## config.mk

```make
export PLATFORM = sky130hd
export DESIGN_NAME = mcdf_arbiter
export DESIGN_NICKNAME = d
export VERILOG_FILES = /design/src/rtl/mcdf_arb_pkg.sv /design/src/rtl/arb_prio_sel.sv /design/src/rtl/mcdf_arbiter.sv
export SDC_FILE = /design/constraint.sdc
export NUM_CORES = 1
export LEC_CHECK = 0
export CAP_MARGIN = 20
export CORE_UTILIZATION = 29
export DETAILED_ROUTE_END_ITERATION = 6
export HOLD_SLACK_MARGIN = 0.02
export PLACE_DENSITY = 0.79
export SYNTH_ARGS = -nofsm -noshare
export SYNTH_HDL_FRONTEND = slang
export SYNTH_HIERARCHICAL = 1
export SYNTH_SLANG_ARGS = --single-unit
```

## constraint.sdc

```tcl
create_clock -name clk_i -period 3.5 [get_ports clk_i]
set_clock_uncertainty 0.15 [all_clocks]
set_input_delay 0.525 -clock clk_i [delete_from_list [all_inputs] [get_ports clk_i]]
set_output_delay 0.525 -clock clk_i [all_outputs]
set_load 0.01 [all_outputs]
```

## src/rtl/mcdf_arb_pkg.sv

```systemverilog
// Shared widths, FSM state type and slave bus payload for the MCDF arbiter.
package mcdf_arb_pkg;

  localparam int unsigned CH_NUM   = 3;
  localparam int unsigned PRIO_W   = 2;
  localparam int unsigned PKGLEN_W = 3;
  localparam int unsigned DATA_W   = 32;
  localparam int unsigned ID_W     = 2;

  typedef enum logic {
    IDLE  = 1'b0,
    GRANT = 1'b1
  } arb_state_e;

  typedef struct packed {
    logic [DATA_W-1:0]   data;
    logic [PKGLEN_W-1:0] pkglen;
    logic                val;
    logic                last;
  } slv_bus_t;

endpackage

```

## src/rtl/arb_prio_sel.sv

```systemverilog
// Combinational winner picker: lowest prio value wins, ties searched from (last_id + 1) mod CH_NUM.
module arb_prio_sel
  import mcdf_arb_pkg::*;
(
  input  logic [CH_NUM-1:0]             req,
  input  logic [CH_NUM-1:0][PRIO_W-1:0] prio,
  input  logic [ID_W-1:0]               last_id,
  output logic [ID_W-1:0]               win_id,
  output logic                          win_val
);

  logic [PRIO_W-1:0] best;
  logic [ID_W-1:0]   start;
  logic [ID_W-1:0]   idx;
  logic              found;

  always_comb begin
    best    = '1;
    start   = '0;
    idx     = '0;
    found   = 1'b0;
    win_id  = '0;
    win_val = |req;

    for (int unsigned i = 0; i < CH_NUM; i++) begin
      if (req[i] && (prio[i] <= best)) begin
        best = prio[i];
      end
    end

    start = (last_id >= ID_W'(CH_NUM - 1)) ? '0 : last_id + ID_W'(1);

    // Walk channels circularly from start; first requester at best prio wins.
    for (int unsigned k = 0; k < CH_NUM; k++) begin
      idx = start + ID_W'(k);
      if (idx >= ID_W'(CH_NUM)) begin
        idx = idx - ID_W'(CH_NUM);
      end
      if (!found && req[idx] && (prio[idx] == best)) begin
        win_id = idx;
        found  = 1'b1;
      end
    end
  end

endmodule

```

## src/rtl/mcdf_arbiter.sv

```systemverilog
// Three-channel MCDF arbiter between slave FIFOs and formatter.
// Build option: ARBITER_RR_TIE_EN rotates equal-priority ties from the last granted channel.
module mcdf_arbiter
  import mcdf_arb_pkg::*;
(
  input  logic                clk_i,
  input  logic                rst_i,
  input  logic [PRIO_W-1:0]   slv0_prio_i,
  input  logic [PRIO_W-1:0]   slv1_prio_i,
  input  logic [PRIO_W-1:0]   slv2_prio_i,
  input  logic [PKGLEN_W-1:0] slv0_pkglen_i,
  input  logic [PKGLEN_W-1:0] slv1_pkglen_i,
  input  logic [PKGLEN_W-1:0] slv2_pkglen_i,
  input  logic [DATA_W-1:0]   slv0_data_i,
  input  logic [DATA_W-1:0]   slv1_data_i,
  input  logic [DATA_W-1:0]   slv2_data_i,
  input  logic                slv0_req_i,
  input  logic                slv1_req_i,
  input  logic                slv2_req_i,
  input  logic                slv0_val_i,
  input  logic                slv1_val_i,
  input  logic                slv2_val_i,
  input  logic                slv0_end_i,
  input  logic                slv1_end_i,
  input  logic                slv2_end_i,
  input  logic                f2a_id_req_i,
  input  logic                f2a_ack_i,
  output logic                a2s0_ack_o,
  output logic                a2s1_ack_o,
  output logic                a2s2_ack_o,
  output logic                a2f_val_o,
  output logic [ID_W-1:0]     a2f_id_o,
  output logic [DATA_W-1:0]   a2f_data_o,
  output logic [PKGLEN_W-1:0] a2f_pkglen_sel_o,
  output logic                a2f_end_o
);

  arb_state_e                    state_q, state_d;
  logic [ID_W-1:0]               id_q, id_d;
  logic [ID_W-1:0]               rr_last;
  logic [ID_W-1:0]               win_id;
  logic                          win_val;
  logic [CH_NUM-1:0]             req_vec;
  logic [CH_NUM-1:0][PRIO_W-1:0] prio_vec;
  slv_bus_t                      sel;

  assign req_vec  = {slv2_req_i, slv1_req_i, slv0_req_i};
  assign prio_vec = {slv2_prio_i, slv1_prio_i, slv0_prio_i};
  assign a2f_id_o = id_q;

  // Feeding the last channel index makes the picker's search start at channel 0.
`ifdef ARBITER_RR_TIE_EN
  assign rr_last = id_q;
`else
  assign rr_last = ID_W'(CH_NUM - 1);
`endif

  arb_prio_sel u_prio_sel (
    .req     (req_vec),
    .prio    (prio_vec),
    .last_id (rr_last),
    .win_id  (win_id),
    .win_val (win_val)
  );

  // Selected channel bus, keyed by the id register.
  always_comb begin
    case (id_q)
      ID_W'(1): sel = '{data: slv1_data_i, pkglen: slv1_pkglen_i, val: slv1_val_i, last: slv1_end_i};
      ID_W'(2): sel = '{data: slv2_data_i, pkglen: slv2_pkglen_i, val: slv2_val_i, last: slv2_end_i};
      default:  sel = '{data: slv0_data_i, pkglen: slv0_pkglen_i, val: slv0_val_i, last: slv0_end_i};
    endcase
  end

  always_ff @(posedge clk_i) begin
    if (rst_i) begin
      state_q <= IDLE;
      id_q    <= '0;
    end else begin
      state_q <= state_d;
      id_q    <= id_d;
    end
  end

  always_comb begin
    state_d          = state_q;
    id_d             = id_q;
    a2f_val_o        = 1'b0;
    a2f_end_o        = 1'b0;
    a2f_data_o       = '0;
    a2s0_ack_o       = 1'b0;
    a2s1_ack_o       = 1'b0;
    a2s2_ack_o       = 1'b0;
    a2f_pkglen_sel_o = sel.pkglen;

    case (state_q)
      IDLE: begin
        if (f2a_id_req_i && win_val) begin
          state_d = GRANT;
          id_d    = win_id;
        end
      end
      GRANT: begin
        a2f_val_o  = sel.val;
        a2f_end_o  = sel.last;
        a2f_data_o = sel.data;
        a2s0_ack_o = f2a_ack_i && (id_q == ID_W'(0));
        a2s1_ack_o = f2a_ack_i && (id_q == ID_W'(1));
        a2s2_ack_o = f2a_ack_i && (id_q == ID_W'(2));
        // End without valid is not a real last beat.
        if (sel.val && sel.last) begin
          state_d = IDLE;
        end
      end
    endcase
  end

endmodule

```

==> metrics.txt <==
CTS tree yes; Crit path arrival time between 3 and 4 ns; wire per inst 15.9 um; clock latency on the worst-skew pair about 0.22 ns; final worst-path cycle share 93.9%; synth unique cells 46; Synth Register Bits 3; clock sinks 3; status completed; DP Cell Count 466; CP delay by family, top multiplexers; GR Util met3 between 4 and 5%; Tmin final roughly 3.3 ns; Ant. Diodes 0; most frequent cell after synthesis nand2_1; slowest stage delay, CP between 0.5 and 0.6 ns; Core ar. about 6000 um2; Max FO, Critical Path 6; Max-Cap Viols 0; Overflow after GRT 0; Root Driver clkbuf_8; initial core utilization 30.5%; Port Buffers between 150 and 200; Crit. End Element register; DR iter-0 viols between 70 and 80; top post-synthesis cells by area o211a_1 (19%), a22oi_2 (12%), a22oi_1 (8.2%); largest area contributor in the netlist o211a_1; Leak between 0.0015 and 0.002 uW; routed vias roughly 2.5k; Crit. path cell count 14; cell mode on critical path mux2i_1; max frequency 0.304 GHz; met1 Resource Use GR about a quarter; Critical Setup Path Class in -> reg; initial antenna violation count 0; number of flops mapped to enable cells by yosys 0; die width between 80 and 90 um; power per cell area ~180 nW/um2; Die ar. 6630 um2; worst hold path depth 2; max-slew violations 0; Worst setup SP type input port; non-filler cells in the finished layout ~470; Hold WC Path Type reg -> reg; CTS buffer count 3; vias in the first global route roughly 2.3k; Reg2Reg Depth 6; Reg clk slew, reported paths approximately 0.030 ns; Synth top area share 18.6%; post-synthesis area per instance roughly 8 um2; share of post-route cells with drive strength above 1 between 10% and 20%; Async S/R FF share, synth 0%; final WL roughly 7500 um; DP Worst Slack -0.473 ns; vias per inst between 5 and 6; Clock Path Buffers 2; Final Hold Viols 0; largest net degree at the start of global routing 71; area grow syn2layout 99.9%; DR pass1 iterations 4; ys flop type dfxtp_1; Detailed Place HPWL roughly 5700 um; Worst Path Required about 3.5 ns; GR Util met2 between 30% and 40%; Final Setup Violations 0; Die Height between 80 and 90 um; Seq/Total Area, Yosys 3.29%; Slowest-stage cell, CP clkdlybuf4s50_1; post-route ant nets 0; post-route cell area 3650 um2; H-tree levels 1; nets 529; Post-DP Area between 3000 and 4000 um2; post-synth design cell area roughly 1800 um2; GP Congestion 0.859; grt peak-use layer met2; IO Pins around 170; GRT Util Overall between 20% and 30%; Commonest cells post-synth nand2_1 (37), o211a_1 (34), a22oi_1 (20); DRC 0; unrepaired setup endpoints after global routing false; Rows 28; Mapped Cells ~240; # fillers 508; Ys Warns 6; Critical Path, Cell by Cell clkdlybuf4s50_1, nand2b_2, o21ai_4, mux2_4, ha_4, nor2b_1, o21ai_2, a21boi_1, mux2i_1, nand4_2, nand4b_1, o221ai_2, mux2i_1, nor2_1; Max VDD drop about 0.26 mV; first-pass GRT wire length between 10000 and 15000 um; Final WS setup ~0.21 ns; WP buf/inv 1
## flip-flops by register name (all words and copies together), names as in the netlist
register and count:
state_q 1, a2f_id_o 2
## timing repair
item	CTS	global route
gates resized for setup	10	8
setup buffers	2	0
hold buffers	0	0
pin swaps	6	6
setup endpoints to repair	2	2
endpoints found under the hold margin	0	0
## per-stage QoR
step / TNS (ns) / utilization (%) / hold WS (ns) / total power (uW)
final: 0 / 61.0 / 0.421 / 664
after global routing: 0 / 61.0 / 0.468 / 710
after detailed placement: -0.934 / 59.1 / 0.407 / 541
after CTS: 0 / 60.9 / 0.415 / 661
after floorplan: 0 / - / 0.411 / 275
after global placement: -0.553 / 59.1 / 0.408 / 531
## kinds of logic after synthesis
group	synth area share, %
other cells	0.411
buf+inv	11.6
simple gates	19.1
flops	3.29
compound gates	53.1
xor+xnor	0.958
mux	6.78
fa+ha+maj	4.79
## area by class of cell
type	count	area, um2	share of cell area, %
timing repair buffer	182	1800	49.3
inverter	7	26.3	0.719
multi-input combinational	201	1630	44.5
sequential	3	60.1	1.64
tap	75	93.8	2.57
clock buffer	4	45.0	1.23
## final timing paths
check                                               from  slack [ns]                  endpoint
worst max-delay path                          slv1_req_i        0.21  a2f_id_o[1]$_SDFFE_PP0P_
worst min-delay path            a2f_id_o[0]$_SDFFE_PP0P_        0.42  a2f_id_o[0]$_SDFFE_PP0P_
worst max register to register  a2f_id_o[0]$_SDFFE_PP0P_        1.71        state_q$_SDFF_PP0_
worst min register to register  a2f_id_o[0]$_SDFFE_PP0P_        0.42  a2f_id_o[0]$_SDFFE_PP0P_
## power breakdown
group	switching (uW)	leakage (uW)	internal, uW
combinational	213	0.00158	307
sequential	2.41	0.0000245	36.7
clock	27.7	0.0000228	78.1
total	243	0.00162	422
## worst register-to-register path, stage by stage, from the launching register on
cell and delay, ns:
dfxtp_1 0.33, inv_1 0.10, ha_2 0.22, buf_4 0.42
a22oi_2 0.18, a21oi_2 0.20, a211oi_2 0.08
## routing by layer
metal | vias up | wire (um)
li1 | 1220 | -
met1 | 1176 | 2930
met2 | 107 | 3820
met3 | 12 | 648
met4 | 0 | 94
met5 | - | 0
## layout by cell type, fill, tap and decap left out, types with 2 or more instances in the layout
cell,count
nor2b_1,2
inv_1,6
nand2b_4,2
nand3b_1,4
a221o_1,2
xnor2_1,2
mux2_4,2
a21oi_1,9
nand2b_1,5
ha_1,2
o21ai_0,5
nor2_1,9
a21boi_1,2
a21boi_0,2
dfxtp_1,3
buf_12,2
ha_2,3
a22oi_1,20
clkbuf_2,2
nand2_1,36
buf_4,15
and3_1,3
a22oi_2,18
ha_4,2
o211a_1,34
clkbuf_8,3
dlymetal6s2s_1,3
mux2i_1,8
clkdlybuf4s50_1,160
o211ai_1,2
conb_1,4
o22ai_1,2
Note: power is estimated with default switching activity, not from simulation.
